--- config.mk ---
export PLATFORM = sky130hd
export DESIGN_NAME = dds_wave_engine
export DESIGN_NICKNAME = d
export VERILOG_FILES = /design/src/rtl/dds_wave_engine.sv
export SDC_FILE = /design/constraint.sdc
export NUM_CORES = 1
export LEC_CHECK = 0
export BUFFER_PORTS_ARGS = -buffer_cell sky130_fd_sc_hd__buf_2
export CAP_MARGIN = 20
export CORE_MARGIN = 8
export CORE_UTILIZATION = 50
export CTS_CLUSTER_DIAMETER = 120
export DETAILED_ROUTE_END_ITERATION = 10
export PLACE_DENSITY_LB_ADDON = 0.3
export SLEW_MARGIN = 20
export SYNTH_ARGS = -nofsm -noshare
export SYNTH_HDL_FRONTEND = slang
export SYNTH_SLANG_ARGS = --single-unit
export TNS_END_PERCENT = 1
--- constraint.sdc ---
create_clock -name Fg_CLK -period 3.5 [get_ports Fg_CLK]
set_input_delay 0.7 -clock Fg_CLK [delete_from_list [all_inputs] [get_ports Fg_CLK]]
set_output_delay 0.7 -clock Fg_CLK [all_outputs]
set_load 0.05 [all_outputs]
--- src/rtl/dds_wave_engine.sv ---
// dds_wave_engine
//   Phase-accumulator waveform generator for the DDS output path. Each accepted sample
//   tick (Enable & Ready) advances the accumulator by the tuning word that Mode[3:2]
//   selects. The phase is mapped to a sawtooth, square, triangle or midscale word.
//   A mode change waits for a phase wrap (DRAIN) so the waveform never breaks mid-period.
//   A drain timeout forces the switch if no wrap arrives in time.
//
// Ports
//   Fg_CLK   in   system clock
//   RESETn   in   asynchronous active-low reset
//   Enable   in   single-cycle sample tick
//   Ready    in   1 = ticks accepted, 0 = engine frozen
//   Mode     in   [1:0] 00 saw, 01 square, 10 triangle, 11 off; [3:2] tuning-word select
//   Sample   out  unsigned amplitude word, updated one cycle after each tick
//   Valid    out  one-cycle strobe marking a new Sample
//   Busy     out  high while a mode change is pending
//   ModeAck  out  one-cycle pulse when a new mode becomes active
//
// Build option
//   DDS_DITHER_EN : when defined, a 16-bit Galois LFSR adds sub-LSB dither to the
//   waveform-map input only. The stored phase is never changed.

module dds_wave_engine #(
    parameter int unsigned      ACC_W    = 32,
    parameter int unsigned      DATA_W   = 12,
    parameter logic [ACC_W-1:0] TW0      = 32'h0100_0000,
    parameter logic [ACC_W-1:0] TW1      = 32'h0200_0000,
    parameter logic [ACC_W-1:0] TW2      = 32'h0400_0000,
    parameter logic [ACC_W-1:0] TW3      = 32'h0800_0000,
    parameter int unsigned      DRAIN_TO = 1024
) (
    input  logic              Fg_CLK,
    input  logic              RESETn,
    input  logic              Enable,
    input  logic              Ready,
    input  logic [3:0]        Mode,
    output logic [DATA_W-1:0] Sample,
    output logic              Valid,
    output logic              Busy,
    output logic              ModeAck
);

    localparam int unsigned CNT_W = (DRAIN_TO > 1) ? $clog2(DRAIN_TO) : 1;
    localparam logic [CNT_W-1:0] CNT_LAST = CNT_W'(DRAIN_TO - 1);

    typedef enum logic [0:0] {StRun, StDrain} state_t;

    state_t            state;
    logic [ACC_W-1:0]  acc;
    logic [3:0]        active_mode;
    logic [CNT_W-1:0]  drain_cnt;
    logic              tick_dly;

    logic              tick;
    logic [ACC_W-1:0]  tw;
    logic [ACC_W:0]    sum;
    logic              mode_diff;
    logic              switch_now;
    logic [ACC_W-1:0]  map_in;
    logic [DATA_W-1:0] wave;

    assign tick      = Enable & Ready;
    assign mode_diff = (Mode != active_mode);

    always_comb begin
        tw = TW0;
        case (active_mode[3:2])
            2'b00:   tw = TW0;
            2'b01:   tw = TW1;
            2'b10:   tw = TW2;
            default: tw = TW3;
        endcase
    end

    // The extra top bit of the sum is the wrap (carry-out) flag.
    assign sum        = {1'b0, acc} + {1'b0, tw};
    assign switch_now = sum[ACC_W] | (drain_cnt == CNT_LAST);

`ifdef DDS_DITHER_EN
    localparam int unsigned DITH_W    = (ACC_W - DATA_W - 1 > 16) ? 16 : (ACC_W - DATA_W - 1);
    localparam logic [15:0] DITH_MASK = 16'((32'd1 << DITH_W) - 32'd1);

    logic [15:0] lfsr;

    // Right-shifting Galois form of x^16+x^14+x^13+x^11+1.
    always_ff @(posedge Fg_CLK or negedge RESETn) begin
        if (!RESETn) begin
            lfsr <= 16'hACE1;
        end else if (tick) begin
            lfsr <= {1'b0, lfsr[15:1]} ^ (lfsr[0] ? 16'hB400 : 16'h0000);
        end
    end

    assign map_in = acc + ACC_W'(lfsr & DITH_MASK);
`else
    assign map_in = acc;
`endif

    always_comb begin
        wave = '0;
        case (active_mode[1:0])
            2'b00:   wave = map_in[ACC_W-1 -: DATA_W];
            2'b01:   wave = {DATA_W{map_in[ACC_W-1]}};
            2'b10:   wave = map_in[ACC_W-1] ? ~map_in[ACC_W-2 -: DATA_W]
                                            :  map_in[ACC_W-2 -: DATA_W];
            default: wave = {1'b1, {(DATA_W-1){1'b0}}};
        endcase
    end

    always_ff @(posedge Fg_CLK or negedge RESETn) begin
        if (!RESETn) begin
            state       <= StRun;
            acc         <= '0;
            active_mode <= 4'b0000;
            drain_cnt   <= '0;
            tick_dly    <= 1'b0;
            Sample      <= '0;
            Valid       <= 1'b0;
            Busy        <= 1'b0;
            ModeAck     <= 1'b0;
        end else begin
            // Output stage: Sample follows the phase that the previous tick produced.
            tick_dly <= tick;
            Valid    <= tick_dly;
            ModeAck  <= 1'b0;
            if (tick_dly) begin
                Sample <= wave;
            end

            // With Ready low, phase, state, mode and drain count are all frozen.
            if (Ready) begin
                case (state)
                    StRun: begin
                        if (mode_diff) begin
                            if (active_mode[1:0] == 2'b11) begin
                                // Midscale output has no period to protect.
                                active_mode <= Mode;
                                acc         <= '0;
                                ModeAck     <= 1'b1;
                            end else begin
                                state     <= StDrain;
                                Busy      <= 1'b1;
                                drain_cnt <= '0;
                                if (tick) begin
                                    acc <= sum[ACC_W-1:0];
                                end
                            end
                        end else if (tick) begin
                            acc <= sum[ACC_W-1:0];
                        end
                    end

                    StDrain: begin
                        if (!mode_diff) begin
                            // Request withdrawn: resume with the phase untouched.
                            state <= StRun;
                            Busy  <= 1'b0;
                            if (tick) begin
                                acc <= sum[ACC_W-1:0];
                            end
                        end else if (tick) begin
                            if (switch_now) begin
                                // New mode starts from phase zero, not the wrapped sum.
                                acc         <= '0;
                                active_mode <= Mode;
                                ModeAck     <= 1'b1;
                                state       <= StRun;
                                Busy        <= 1'b0;
                                drain_cnt   <= '0;
                            end else begin
                                acc       <= sum[ACC_W-1:0];
                                drain_cnt <= drain_cnt + CNT_W'(1);
                            end
                        end
                    end

                    default: begin
                        state <= StRun;
                        Busy  <= 1'b0;
                    end
                endcase
            end
        end
    end

endmodule
==> results.json <==
{
  "rsz0062_at_grt": "no",
  "worst_path_max_delay_cell": "dfrtp_1",
  "path_delay_family": "simple AND/OR/NAND/NOR gates",
  "final_nets": 265,
  "min_path_type": "input port to asynchronous set/reset pin",
  "synth_common_cells": "36 x dfrtp_1, 28 x a21oi_1, 23 x nor2_1, 17 x nand2_1, 16 x o21ai_0",
  "final_core_util": 0.558,
  "grt_pass1_wl_um": 7720,
  "seqPwrFrac": 0.416,
  "root_buffer": "clkbuf_8",
  "synth_top_area_cell": "dfrtp_1",
  "grt-ovfl-total": 0,
  "place_congestion": 0.870,
  "grtUsageTotal": 0.146,
  "drcViolationCount": 0,
  "power_density_nw_per_um2": 587,
  "antenna_found_initial": 0,
  "power_mw": 1.40,
  "start_kind": "flop",
  "synth_edf_count": 0,
  "clk_pin_slew_worst_paths_ns": 0.08,
  "setup.worst_path.class": "flop to flop",
  "firstDrtPassIters": 4,
  "irDropWorstVdd_v": 0.000303,
  "diodes": 0,
  "worstSetupEndpointType": "flop",
  "grt_max_degree": 37,
  "cts_tree": "done",
  "clk_latency_ns": 0.29,
  "syn-instance-count": 234,
  "synth_area_leaders": "dfrtp_1 42%, a21oi_1 6.5%, nor2_1 4.0%",
  "stdcell_area_sq_um": 2380,
  "worstPathArrival_ns": 2.68,
  "ios": 23,
  "hold_buffers": 0,
  "r2r_cells": 8,
  "synth.top_cell.area_share": 0.415,
  "r2r_setup_slack_ns": 1.0,
  "r2r_start": "active_mode[3]",
  "max_freq_ghz": 0.400,
  "worstMarginPinSlew_ns": 0.804,
  "drive_above_1_share": 0.179,
  "hold_viol_final": 0,
  "core_sq_um": 4260,
  "vias_per_cell": 5.59,
  "slew_violations": 0,
  "power.leakage_nw": 1.09,
  "ys_async_sr_fraction": 1.00,
  "dieArea_sq_um": 6700,
  "ant_nets": 0,
  "finalWorstPathRequiredPeriod_ns": 2.50,
  "cp_max_fo": 9,
  "port_buffers": 22,
  "wl_per_cell_um": 14.8,
  "num_rows": 24,
  "power.switching_uw": 521,
  "fin_ws_ns": 0.999,
  "setup_tns_ns": 0,
  "clock-sinks": 36,
  "netSwitchingFraction": 0.373,
  "drt_iter0_markers": 112,
  "max-clock-path-buffers": 2,
  "fin_crit_sh": 0.715,
  "ys_seq_elements": 36,
  "vias": 1693,
  "p_int_uw": 877,
  "grt_pass1_vias": 1671,
  "synth_flop_cell": "dfrtp_1",
  "syn_nets": 249,
  "status": "complete, no violations",
  "critPathMaxStageDelay_ns": 0.43,
  "yosysUniqueCellTypes": 55,
  "combPwrFrac": 0.321,
  "die_x_um": 81.9,
  "syn_avg_cell_area_sq_um": 9.27,
  "setup_violations": 0,
  "die_h_um": 81.9,
  "start_util": 0.509,
  "h-tree-depth": 2,
  "cts_resized": 0,
  "slew_headroom": 0.464,
  "cap_violations": 0,
  "totalWireLength_um": 4500,
  "crit_buf_inv": 0,
  "fin_skew_ns": 0.00583,
  "cts_made_buffers": 5,
  "area_growth_pct": 9.75,
  "syn_area_sq_um": 2170,
  "place_area_sq_um": 2270,
  "clkPwrFrac": 0.263,
  "yosys_warnings": 0,
  "place_ws_ns": 1.02,
  "r2r_end": "drain_cnt[5]",
  "required_ns": 3.68,
  "postCtsSetupBuffers": 0,
  "yosysSeqAreaShare": 0.415,
  "synth_most_common_cell": "dfrtp_1",
  "path_cells": "nor2_1 -> ha_1 -> fa_1 -> nand2_1 -> a211oi_4 -> nor3_2 -> nand4_2 -> o41ai_1",
  "place_hpwl_um": 3320
}
cells in the final DEF (no fill, tap or decap), types with 3 or more instances in the layout:
master / n
inv_1: 14
ha_1: 6
buf_2: 22
nor2_1: 23
a21oi_1: 28
dfrtp_1: 36
xnor2_1: 9
nand4_1: 5
clkbuf_8: 5
o22ai_1: 3
nand3_1: 5
a22o_1: 6
xor2_1: 3
nor3_1: 4
nand2_1: 17
nand2b_1: 3
o21ai_0: 16
power groups by stage:
| stage | Clock [mW] | Sequential, mW | Combinational [mW] |
|---|---|---|---|
| 6_report | 0.368 | 0.581 | 0.449 |
| 5_1_grt | 0.395 | 0.595 | 0.501 |
| 4_1_cts | 0.375 | 0.581 | 0.452 |
| 3_5_place_dp | 0 | 0.589 | 0.450 |
| 3_3_place_gp | 0 | 0.587 | 0.446 |
| 2_1_floorplan | 0 | 0.632 | 0.301 |
area by class of cell:
class                           instances  area [sq um]
Clock buffer                            5          68.8
Clock inverter                          3          42.5
Fill cell                             396          1880
Inverter                               15          56.3
Multi-Input combinational cell        170          1140
Sequential cell                        36           901
Tap cell                               52          65.1
Timing Repair Buffer                   22           110
worst max path at each step:
stage / startpoint / to / slack (ns) / depth (start not counted)
finish: active_mode[3] / drain_cnt[5] / 1.0 / 8
CTS: active_mode[3] / drain_cnt[5] / 0.99 / 8
floorplan: active_mode[3] / acc[29] / 1.33 / 9
detailed placement: active_mode[3] / drain_cnt[5] / 1.02 / 8
global placement: active_mode[3] / drain_cnt[5] / 1.16 / 8
global route: active_mode[3] / drain_cnt[6] / 0.85 / 8
sequential cells by signal, indices dropped and copies added (netlist names):
register / count
state: 1
acc: 8
Busy: 1
tick_dly: 1
Valid: 1
Sample: 9
ModeAck: 1
active_mode: 4
drain_cnt: 10
metrics by stage:
step                      hold WS [ns]  std cells
after floorplan                  0.352        234
after global placement           0.495        295
after detailed placement         0.503        295
after CTS                        0.521        303
after global routing             0.550        303
final                            0.480        303
kinds of logic after synthesis:
group | share of synthesized area
adders and majority gates | 0.0439
buffers and inverters | 0.0606
and+or+nand+nor | 0.174
DFF | 0.415
AOI/OAI and AO/OA | 0.229
xor gates and xnor gates | 0.0560
muxes | 0.0208
layer usage:
metal,up-vias,track usage,part of all wire
li1,863,-,-
met1,789,0.175,0.46
met2,33,0.245,0.47
met3,8,0.0427,0.054
met4,0,0.0474,0.016
met5,-,0,0
No activity file was read; power rests on OpenSTA's default activity.
